<file path="src/rtl/mem_bus_arbiter_pkg.sv">
// mem_bus_arbiter_pkg
//   Shared definitions for the MINISYS data-bus arbiter: FSM state encoding,
//   bus-owner encoding and the default address/data widths.
//   Optional feature macro used by the arbiter files: ARB_ROUND_ROBIN_EN.
package mem_bus_arbiter_pkg;

  localparam int ADDR_W_DEF = 14;
  localparam int DATA_W_DEF = 32;

  typedef enum logic [1:0] {
    IDLE   = 2'd0,
    ACCESS = 2'd1,
    RESP   = 2'd2
  } arb_state_e;

  localparam logic OWNER_CPU = 1'b0;
  localparam logic OWNER_LDR = 1'b1;

endpackage

</file>
<file path="src/rtl/mem_bus_arbiter_arb_pick2.sv">
// arb_pick2
//   Combinational 2-way grant selection between the CPU (req0) and the
//   loader (req1).
//   Build option: ARB_ROUND_ROBIN_EN defined -> a tie goes to the master that
//   was not served last; undefined -> the loader wins every tie.
// Ports:
//   req0        in  CPU request
//   req1        in  loader request
//   last_owner  in  owner of the last access (OWNER_CPU / OWNER_LDR)
//   grant_valid out at least one request is present
//   grant_owner out selected master (meaningful only when grant_valid)
module arb_pick2
  import mem_bus_arbiter_pkg::*;
(
  input  logic req0,
  input  logic req1,
  input  logic last_owner,
  output logic grant_valid,
  output logic grant_owner
);

`ifndef ARB_ROUND_ROBIN_EN
  // Fixed priority never looks at history.
  logic unused_last_owner;
  assign unused_last_owner = last_owner;
`endif

  always_comb begin
    grant_valid = req0 | req1;
    grant_owner = OWNER_CPU;
    if (req0 && req1) begin
`ifdef ARB_ROUND_ROBIN_EN
      grant_owner = ~last_owner;
`else
      grant_owner = OWNER_LDR;
`endif
    end else if (req1) begin
      grant_owner = OWNER_LDR;
    end
  end

endmodule

</file>
<file path="src/rtl/mem_bus_arbiter.sv">
// mem_bus_arbiter
//   Shares the single-port data RAM between the CPU data port and the UART
//   program loader. Requests are sampled only in IDLE; a granted access
//   drives the RAM for one cycle (ACCESS) and completes with a one-cycle ack
//   in RESP, giving one access per three cycles.
//   Build option: ARB_ROUND_ROBIN_EN (see arb_pick2) selects tie policy.
//
// Handshake: a master raises req with stable we/addr/wdata and holds them
//   until its ack pulse; operands are latched at grant, later changes are
//   ignored. In the cycle after ack the master drops req or presents a new
//   access; RESP never re-arbitrates, so no access is issued twice.
//
// Ports:
//   iCpuClock / iCpuReset          clock, synchronous active-high reset
//   iCpuReq/We/Addr/Wdata          CPU request port
//   oCpuAck/oCpuRdata/oCpuStall    CPU completion, read data, fetch stall
//   iLdrReq/We/Addr/Wdata          loader request port
//   oLdrAck/oLdrRdata              loader completion, read data
//   oMemEn/We/Addr/Wdata           RAM control (addr/wdata registered)
//   iMemRdata                      RAM read data, one cycle after oMemEn
//   oBusOwner                      owner of current/last access (1 = loader)
//   oDbgState                      FSM state for observation
module mem_bus_arbiter
  import mem_bus_arbiter_pkg::*;
#(
  parameter int ADDR_W = ADDR_W_DEF,
  parameter int DATA_W = DATA_W_DEF
) (
  input  logic              iCpuClock,
  input  logic              iCpuReset,
  input  logic              iCpuReq,
  input  logic              iCpuWe,
  input  logic [ADDR_W-1:0] iCpuAddr,
  input  logic [DATA_W-1:0] iCpuWdata,
  output logic              oCpuAck,
  output logic [DATA_W-1:0] oCpuRdata,
  output logic              oCpuStall,
  input  logic              iLdrReq,
  input  logic              iLdrWe,
  input  logic [ADDR_W-1:0] iLdrAddr,
  input  logic [DATA_W-1:0] iLdrWdata,
  output logic              oLdrAck,
  output logic [DATA_W-1:0] oLdrRdata,
  output logic              oMemEn,
  output logic              oMemWe,
  output logic [ADDR_W-1:0] oMemAddr,
  output logic [DATA_W-1:0] oMemWdata,
  input  logic [DATA_W-1:0] iMemRdata,
  output logic              oBusOwner,
  output logic [1:0]        oDbgState
);

  arb_state_e        state_q, state_d;
  logic              owner_q, owner_d;
  logic              mem_we_q, mem_we_d;
  logic [ADDR_W-1:0] mem_addr_q, mem_addr_d;
  logic [DATA_W-1:0] mem_wdata_q, mem_wdata_d;

  logic grant_valid;
  logic grant_owner;

  arb_pick2 u_pick (
    .req0        (iCpuReq),
    .req1        (iLdrReq),
    .last_owner  (owner_q),
    .grant_valid (grant_valid),
    .grant_owner (grant_owner)
  );

  // State register (also holds the latched access operands).
  always_ff @(posedge iCpuClock) begin
    if (iCpuReset) begin
      state_q     <= IDLE;
      owner_q     <= OWNER_LDR;  // first round-robin tie goes to the CPU
      mem_we_q    <= 1'b0;
      mem_addr_q  <= '0;
      mem_wdata_q <= '0;
    end else begin
      state_q     <= state_d;
      owner_q     <= owner_d;
      mem_we_q    <= mem_we_d;
      mem_addr_q  <= mem_addr_d;
      mem_wdata_q <= mem_wdata_d;
    end
  end

  // Next-state logic; operands are captured only on a grant in IDLE.
  always_comb begin
    state_d     = state_q;
    owner_d     = owner_q;
    mem_we_d    = mem_we_q;
    mem_addr_d  = mem_addr_q;
    mem_wdata_d = mem_wdata_q;
    case (state_q)
      IDLE: begin
        if (grant_valid) begin
          state_d = ACCESS;
          owner_d = grant_owner;
          if (grant_owner == OWNER_LDR) begin
            mem_we_d    = iLdrWe;
            mem_addr_d  = iLdrAddr;
            mem_wdata_d = iLdrWdata;
          end else begin
            mem_we_d    = iCpuWe;
            mem_addr_d  = iCpuAddr;
            mem_wdata_d = iCpuWdata;
          end
        end
      end
      ACCESS:  state_d = RESP;
      RESP:    state_d = IDLE;
      default: state_d = IDLE;
    endcase
  end

  // Outputs. Strobes are gated by reset so an abandoned access neither
  // writes the RAM nor acks.
  always_comb begin
    oMemEn    = 1'b0;
    oMemWe    = 1'b0;
    oCpuAck   = 1'b0;
    oLdrAck   = 1'b0;
    oCpuRdata = '0;
    oLdrRdata = '0;
    if (!iCpuReset) begin
      if (state_q == ACCESS) begin
        oMemEn = 1'b1;
        oMemWe = mem_we_q;
      end
      if (state_q == RESP) begin
        oCpuAck = (owner_q == OWNER_CPU);
        oLdrAck = (owner_q == OWNER_LDR);
        if (!mem_we_q) begin
          if (owner_q == OWNER_CPU) oCpuRdata = iMemRdata;
          else                      oLdrRdata = iMemRdata;
        end
      end
    end
  end

  assign oCpuStall = iCpuReq & ~oCpuAck;
  assign oMemAddr  = mem_addr_q;
  assign oMemWdata = mem_wdata_q;
  assign oBusOwner = owner_q;
  assign oDbgState = state_q;

endmodule
</file>
<file path="config.mk">
export PLATFORM = sky130hd
export DESIGN_NAME = mem_bus_arbiter
export DESIGN_NICKNAME = d
export VERILOG_FILES = /design/src/rtl/mem_bus_arbiter_pkg.sv /design/src/rtl/mem_bus_arbiter_arb_pick2.sv /design/src/rtl/mem_bus_arbiter.sv
export SDC_FILE = /design/constraint.sdc
export NUM_CORES = 1
export LEC_CHECK = 0
export CAP_MARGIN = 20
export CORE_AREA = 2 2 97 99
export CTS_CLUSTER_SIZE = 20
export DETAILED_ROUTE_END_ITERATION = 10
export DIE_AREA = 0 0 99 101
export GPL_ROUTABILITY_DRIVEN = 0
export PLACE_DENSITY = 0.82
export SETUP_SLACK_MARGIN = 0.2
export SLEW_MARGIN = 20
export SYNTH_ARGS = -nofsm -noshare
export SYNTH_HDL_FRONTEND = slang
export SYNTH_SLANG_ARGS = --single-unit
</file>
<file path="constraint.sdc">
create_clock -name iCpuClock -period 2 [get_ports iCpuClock]
set_input_delay 0.4 -clock iCpuClock [delete_from_list [all_inputs] [get_ports iCpuClock]]
set_output_delay 0.4 -clock iCpuClock [all_outputs]
set_load 0.05 [all_outputs]
</file>
# Word level (Yosys, flattened, before mapping)
# Cells that the tools add are included.
# word_totals
regBits	50
input_bits	130
output_inout_bits	118
wordCells	38
# classes
eq_ne	3
muxes	23
bitwise	4
n_reduce_logical	3
# ops
op	n
32-bit two-way mux	9
14-bit two-way mux	1
1-bit two-way mux	11
2-bit case mux with 2 select lines	1
2-bit by 1-bit == test with 1-bit output, second input constant	1
2-bit == test, second input constant	1
2-bit zero test	1
2-bit two-way mux	1
2-bit inequality test, second input constant	1
1-bit NOT	2
2-bit AND reduction	1
1-bit bitwise AND	1
1-bit logical AND	1
1-bit bitwise OR	1

# Depth between registers and ports, before layout
# logic_depth
word_depth	5
ltp_mapped	6
mapped_depth_nobuf	3

# By module
# Synthesis repeated with hierarchy kept, for this count alone.
# unflattened
hier_cells	336
area_unflattened_um2	2964.1
# modules_own_cells
module	instances	cells_per_inst	area_per_inst_um2	seq_area_each_um2
mem_bus_arbiter	1	334	2954.1	1001.0
arb_pick2	1	2	10.0	0.0

# Worst setup path before layout
# No wires, ideal clock.
# synth_timing
kind	register to output
start	register state_q[0] (netlist: oDbgState[0])
end	output port oMemWe
arrival_ps	2490
t_required_ps	1600
path_slack_ps	-890
path_stages_with_launch	3
n_path_buf	0
path_cell_list	dfxtp_1 > nor3b_1 > and2_1
# synth_via
elab_chain_cells	3
# synth_lines
element	line_no	text
from (decl)	mem_bus_arbiter.sv:53	arb_state_e state_q, state_d;
from (signal assigned)	mem_bus_arbiter.sv:79	state_q <= state_d;
2-bit by 1-bit == test with 1-bit output	mem_bus_arbiter.sv:126	if (state_q == ACCESS) begin
1-bit two-way mux	mem_bus_arbiter.sv:126	
1-bit two-way mux	mem_bus_arbiter.sv:125	if (!iCpuReset) begin
to (decl)	mem_bus_arbiter.sv:45	output logic oMemWe,
# No other way between the ends.

# Worst setup path in the final report
# layout_timing
start	register state_q[0] (netlist: oDbgState[0])
end	output port oLdrAck
# layout_via
elab_chain_cells	3
# layout_lines
element	line_no	text
2-bit == test	mem_bus_arbiter.sv:130	if (state_q == RESP) begin
1-bit two-way mux	mem_bus_arbiter.sv:130	
1-bit two-way mux	mem_bus_arbiter.sv:125	
to (decl)	mem_bus_arbiter.sv:42	output logic oLdrAck,
# No other way between the ends.

==> summary.txt <==
Run status
  • Status: finished clean

STA
  • Final setup fails: 0
  • Setup Skew: 7.91 ps
  • Slew Limit Fails: 0
  • Period Utilization, post-route: 0.940
  • Setup TNS: 0 ps
  • Slew headroom: 0.570
  • Fmax: 532 MHz
  • RSZ-0062 raised after global routing: true
  • Worst slew pin tran: around 640 ps
  • Min Clock Period, post-route: approximately 1900 ps
  • Final Hold Vio Count: 0

Critical path
  • Required @ worst endpoint: 1600 ps
  • Buf/Inv on CP: 4
  • Worst R2R End: oMemWdata[17]$_SDFFE_PP0P_
  • Critical path's top delay family: buffers and inverters
  • CP Launch Type: register
  • FF-to-FF path depth: 4
  • CP cell instances: nor2_4 -> buf_4 -> nand3_4 -> buf_12 -> clkinvlp_4 -> buf_4
  • Setup crit end kind: output pin
  • Slowest-stage cell, CP: dfxtp_4
  • CP startpoint: oDbgState[0]$_SDFFE_PP0P_
  • CP Max Fanout: 17
  • Worst R2R Start: oDbgState[0]$_SDFFE_PP0P_
  • Reg2Reg Setup Slack: 510 ps
  • Slowest cell delay on critical path: ~360 ps
  • Crit path DAT: around 1500 ps
  • CP dominant cell by count: buf_4
  • CP Class: register to output pin

Synthesis
  • Cell taking the most area after synthesis: dfxtp_1
  • Post-synthesis adder-cell area fraction: 0
  • Syn Std Cell Area: approximately 2900 µm²
  • Yosys warns: 0
  • Largest family of logic cells by synthesized area: compound AO/OA/AOI/OAI gates
  • Top-area cell type share of the netlist area: 0.349
  • Dominant cells by area after synthesis: dfxtp_1, mux2i_1, a211oi_2, nor2_1, a21oi_1
  • Synth Instances: about 340
  • Synth Net Count: 468
  • Mapped Avg Cell Area: 8.50 µm²
  • Xor/xnor cell area share of the yosys netlist: 0
  • Compound-Gate Fraction of Synth Area: 0.243
  • Post-Synth Simple-Gate Area: 0.179
  • Mux cell area share after synthesis: 0.164
  • Yosys cell types: 21
  • Seq/Total Area, Yosys: 0.349
  • Synth Register Bits: 50

Clock network
  • Clock sinks: 50
  • Root buffer cell: clkbuf_8
  • CTS max path bufs: 2
  • Cts bufs inserted: 5
  • Worst-path clk slew: about 90 ps
  • CTS tree: done
  • CTS H-tree depth: 2
  • Worst skew pair latency: between 200 and 300 ps

Routing
  • Routed WL per cell: 19.2 µm
  • Iter 0 DRT Violations: 122
  • Routed WL: 13,200 µm
  • DRT antenna net count: 0
  • Vias post-DR: between 3k and 4k
  • Vias per cell: slightly above 5
  • DR DRC count: 0
  • Pre-Repair DR Iteration Count: 4

Floorplan
  • # IOs: approximately 250
  • Die Width: around 99 µm
  • Die H: 101 µm
  • Die Area: 10000 µm²
  • Initial Utilization: 0.320
  • # rows: 35
  • Core Area: roughly 9000 µm²

Cells and area
  • Layout cells sized above 1: 0.361
  • Post-layout util: 0.763
  • Number of antenna diodes: 0
  • Layout area overhead: 138%
  • # nets final: about 710

Hold path
  • Worst Min Path Start: oDbgState[1]$_SDFFE_PP0P_
  • Hold EP: oDbgState[1]$_SDFFE_PP0P_
  • Hold path cells: 1
  • Hold Crit Class: register to register

Run
  • Max-cap violations: 0

Global routing
  • First-pass GRT wire length: ~20,000 µm
  • Largest net degree at the start of global routing: 51
  • GR Util All Layers: 0.246
  • Total grt overflow: 0
  • Number of global-route vias before repair: 3,586
  • Initial antenna violation count: 1

Power
  • Logic gate share of total power: 0.479
  • LEAKAGE: 0.00268 µW
  • Total internal power: ~2000 µW
  • Clock share of power: 0.167
  • Pwr/cell area: ~480 nW/µm²
  • Flop pwr share: 0.354
  • Sw frac: 0.405
  • Max rail drop VDD: about 400 µV
  • PnR Total Power: around 3300 µW
  • Net Sw Power: 1340 µW

Place
  • Hpwl dp: approximately 9400 µm
  • Port bufs: approximately 250
==> kinds of logic (layout without fill, tap and decap cells) <==
kind of cell / Yosys count / in the layout
AND/OR/NAND/NOR: 108 / 108
AO/OA/AOI/OAI: 95 / 95
flip-flops: 50 / 50
multiplexers: 47 / 47
buffers and inverters: 38 / 276
==> layout make-up <==
class	instances	area [µm²]
multi-input combinational	250	2230
clock inverter	1	7.51
tap	111	139
fill	575	2130
clock buffer	6	72.6
inverter	2	15.0
sequential	50	1010
timing repair buffer	267	3370
==> placed cells by master (no fill, tap or decap), types with 2 or more instances in the layout <==
master,n
buf_6,3
mux2i_1,47
dfxtp_1,47
clkbuf_8,5
nor2_4,66
dlygate4sd2_1,46
clkdlybuf4s50_1,127
buf_12,72
clkinvlp_4,3
a211oi_1,27
nand2b_2,11
and2_4,2
a21oi_1,47
buf_16,4
buf_2,2
a211oi_2,20
nand2b_1,21
buf_4,13
dfxtp_4,3
==> state kept, by name, indices dropped and copies added, names as in the netlist <==
name       count
oMemAddr      14
oMemWdata     32
oBusOwner      1
mem_we_q       1
oDbgState      2
==> synth_stat cells (all sizes together) <==
cell,count
or2,1
mux2i,47
and2,3
nor2,66
a221o,1
nand3,1
nand3b,1
a211oi,47
nor2b,1
nand2b,32
nand2,1
a21oi,47
buf,15
clkbuf,21
nor3b,2
inv,2
dfxtp,50
==> power by group through the flow <==
| stage | Clock, µW | Sequential [µW] | Combinational [µW] |
|---|---|---|---|
| 6_report | 554 | 1170 | 1590 |
| 3_3_place_gp | 0 | 1190 | 1590 |
| 5_1_grt | 606 | 1190 | 1660 |
| 4_1_cts | 570 | 1170 | 1570 |
| 3_5_place_dp | 0 | 1200 | 1620 |
| 2_1_floorplan | 0 | 1580 | 588 |
==> metrics by stage <==
step                      hold slack [ps]  cell area [µm²]  instances  setup WS, ps
final                                 512             6850        687           120
after global routing                  534             6850        687          68.2
after CTS                             515             6800        685           100
after detailed placement              513             6580        671          55.0
after global placement                506             6580        671           139
after floorplan                       580             3370        338          40.9
==> how the worst max path moves through the flow <==
stage                                             to  slack, ps  cells after the start
after detailed placement  oMemWdata[17]$_SDFFE_PP0P_         60                      5
after CTS                              oCpuRdata[31]        100                      6
after global placement                     oCpuStall        140                      6
after floorplan                         oCpuRdata[0]         40                      4
after global routing                         oLdrAck         70                      6
final                                        oLdrAck        120                      6
==> repair_timing <==
item                                    in CTS  in global routing
gates cloned                                 4                  0
buffers inserted                             3                  2
pin swaps                                    4                  8
hold buffers                                 0                  0
gates resized for setup                     71                 10
endpoints found under the setup margin     113                 68
==> metal layers <==
metal  part of all wire  up-vias  global-route usage  wire length (µm)
li1                   -     1673                   -                 -
met1               0.38     1683               0.286              5060
met2               0.53      178               0.457              7020
met3              0.063       23              0.0451               825
met4              0.020        2              0.0759               267
met5            0.00083        -                   0                11
(Power assumes the default switching activity.)
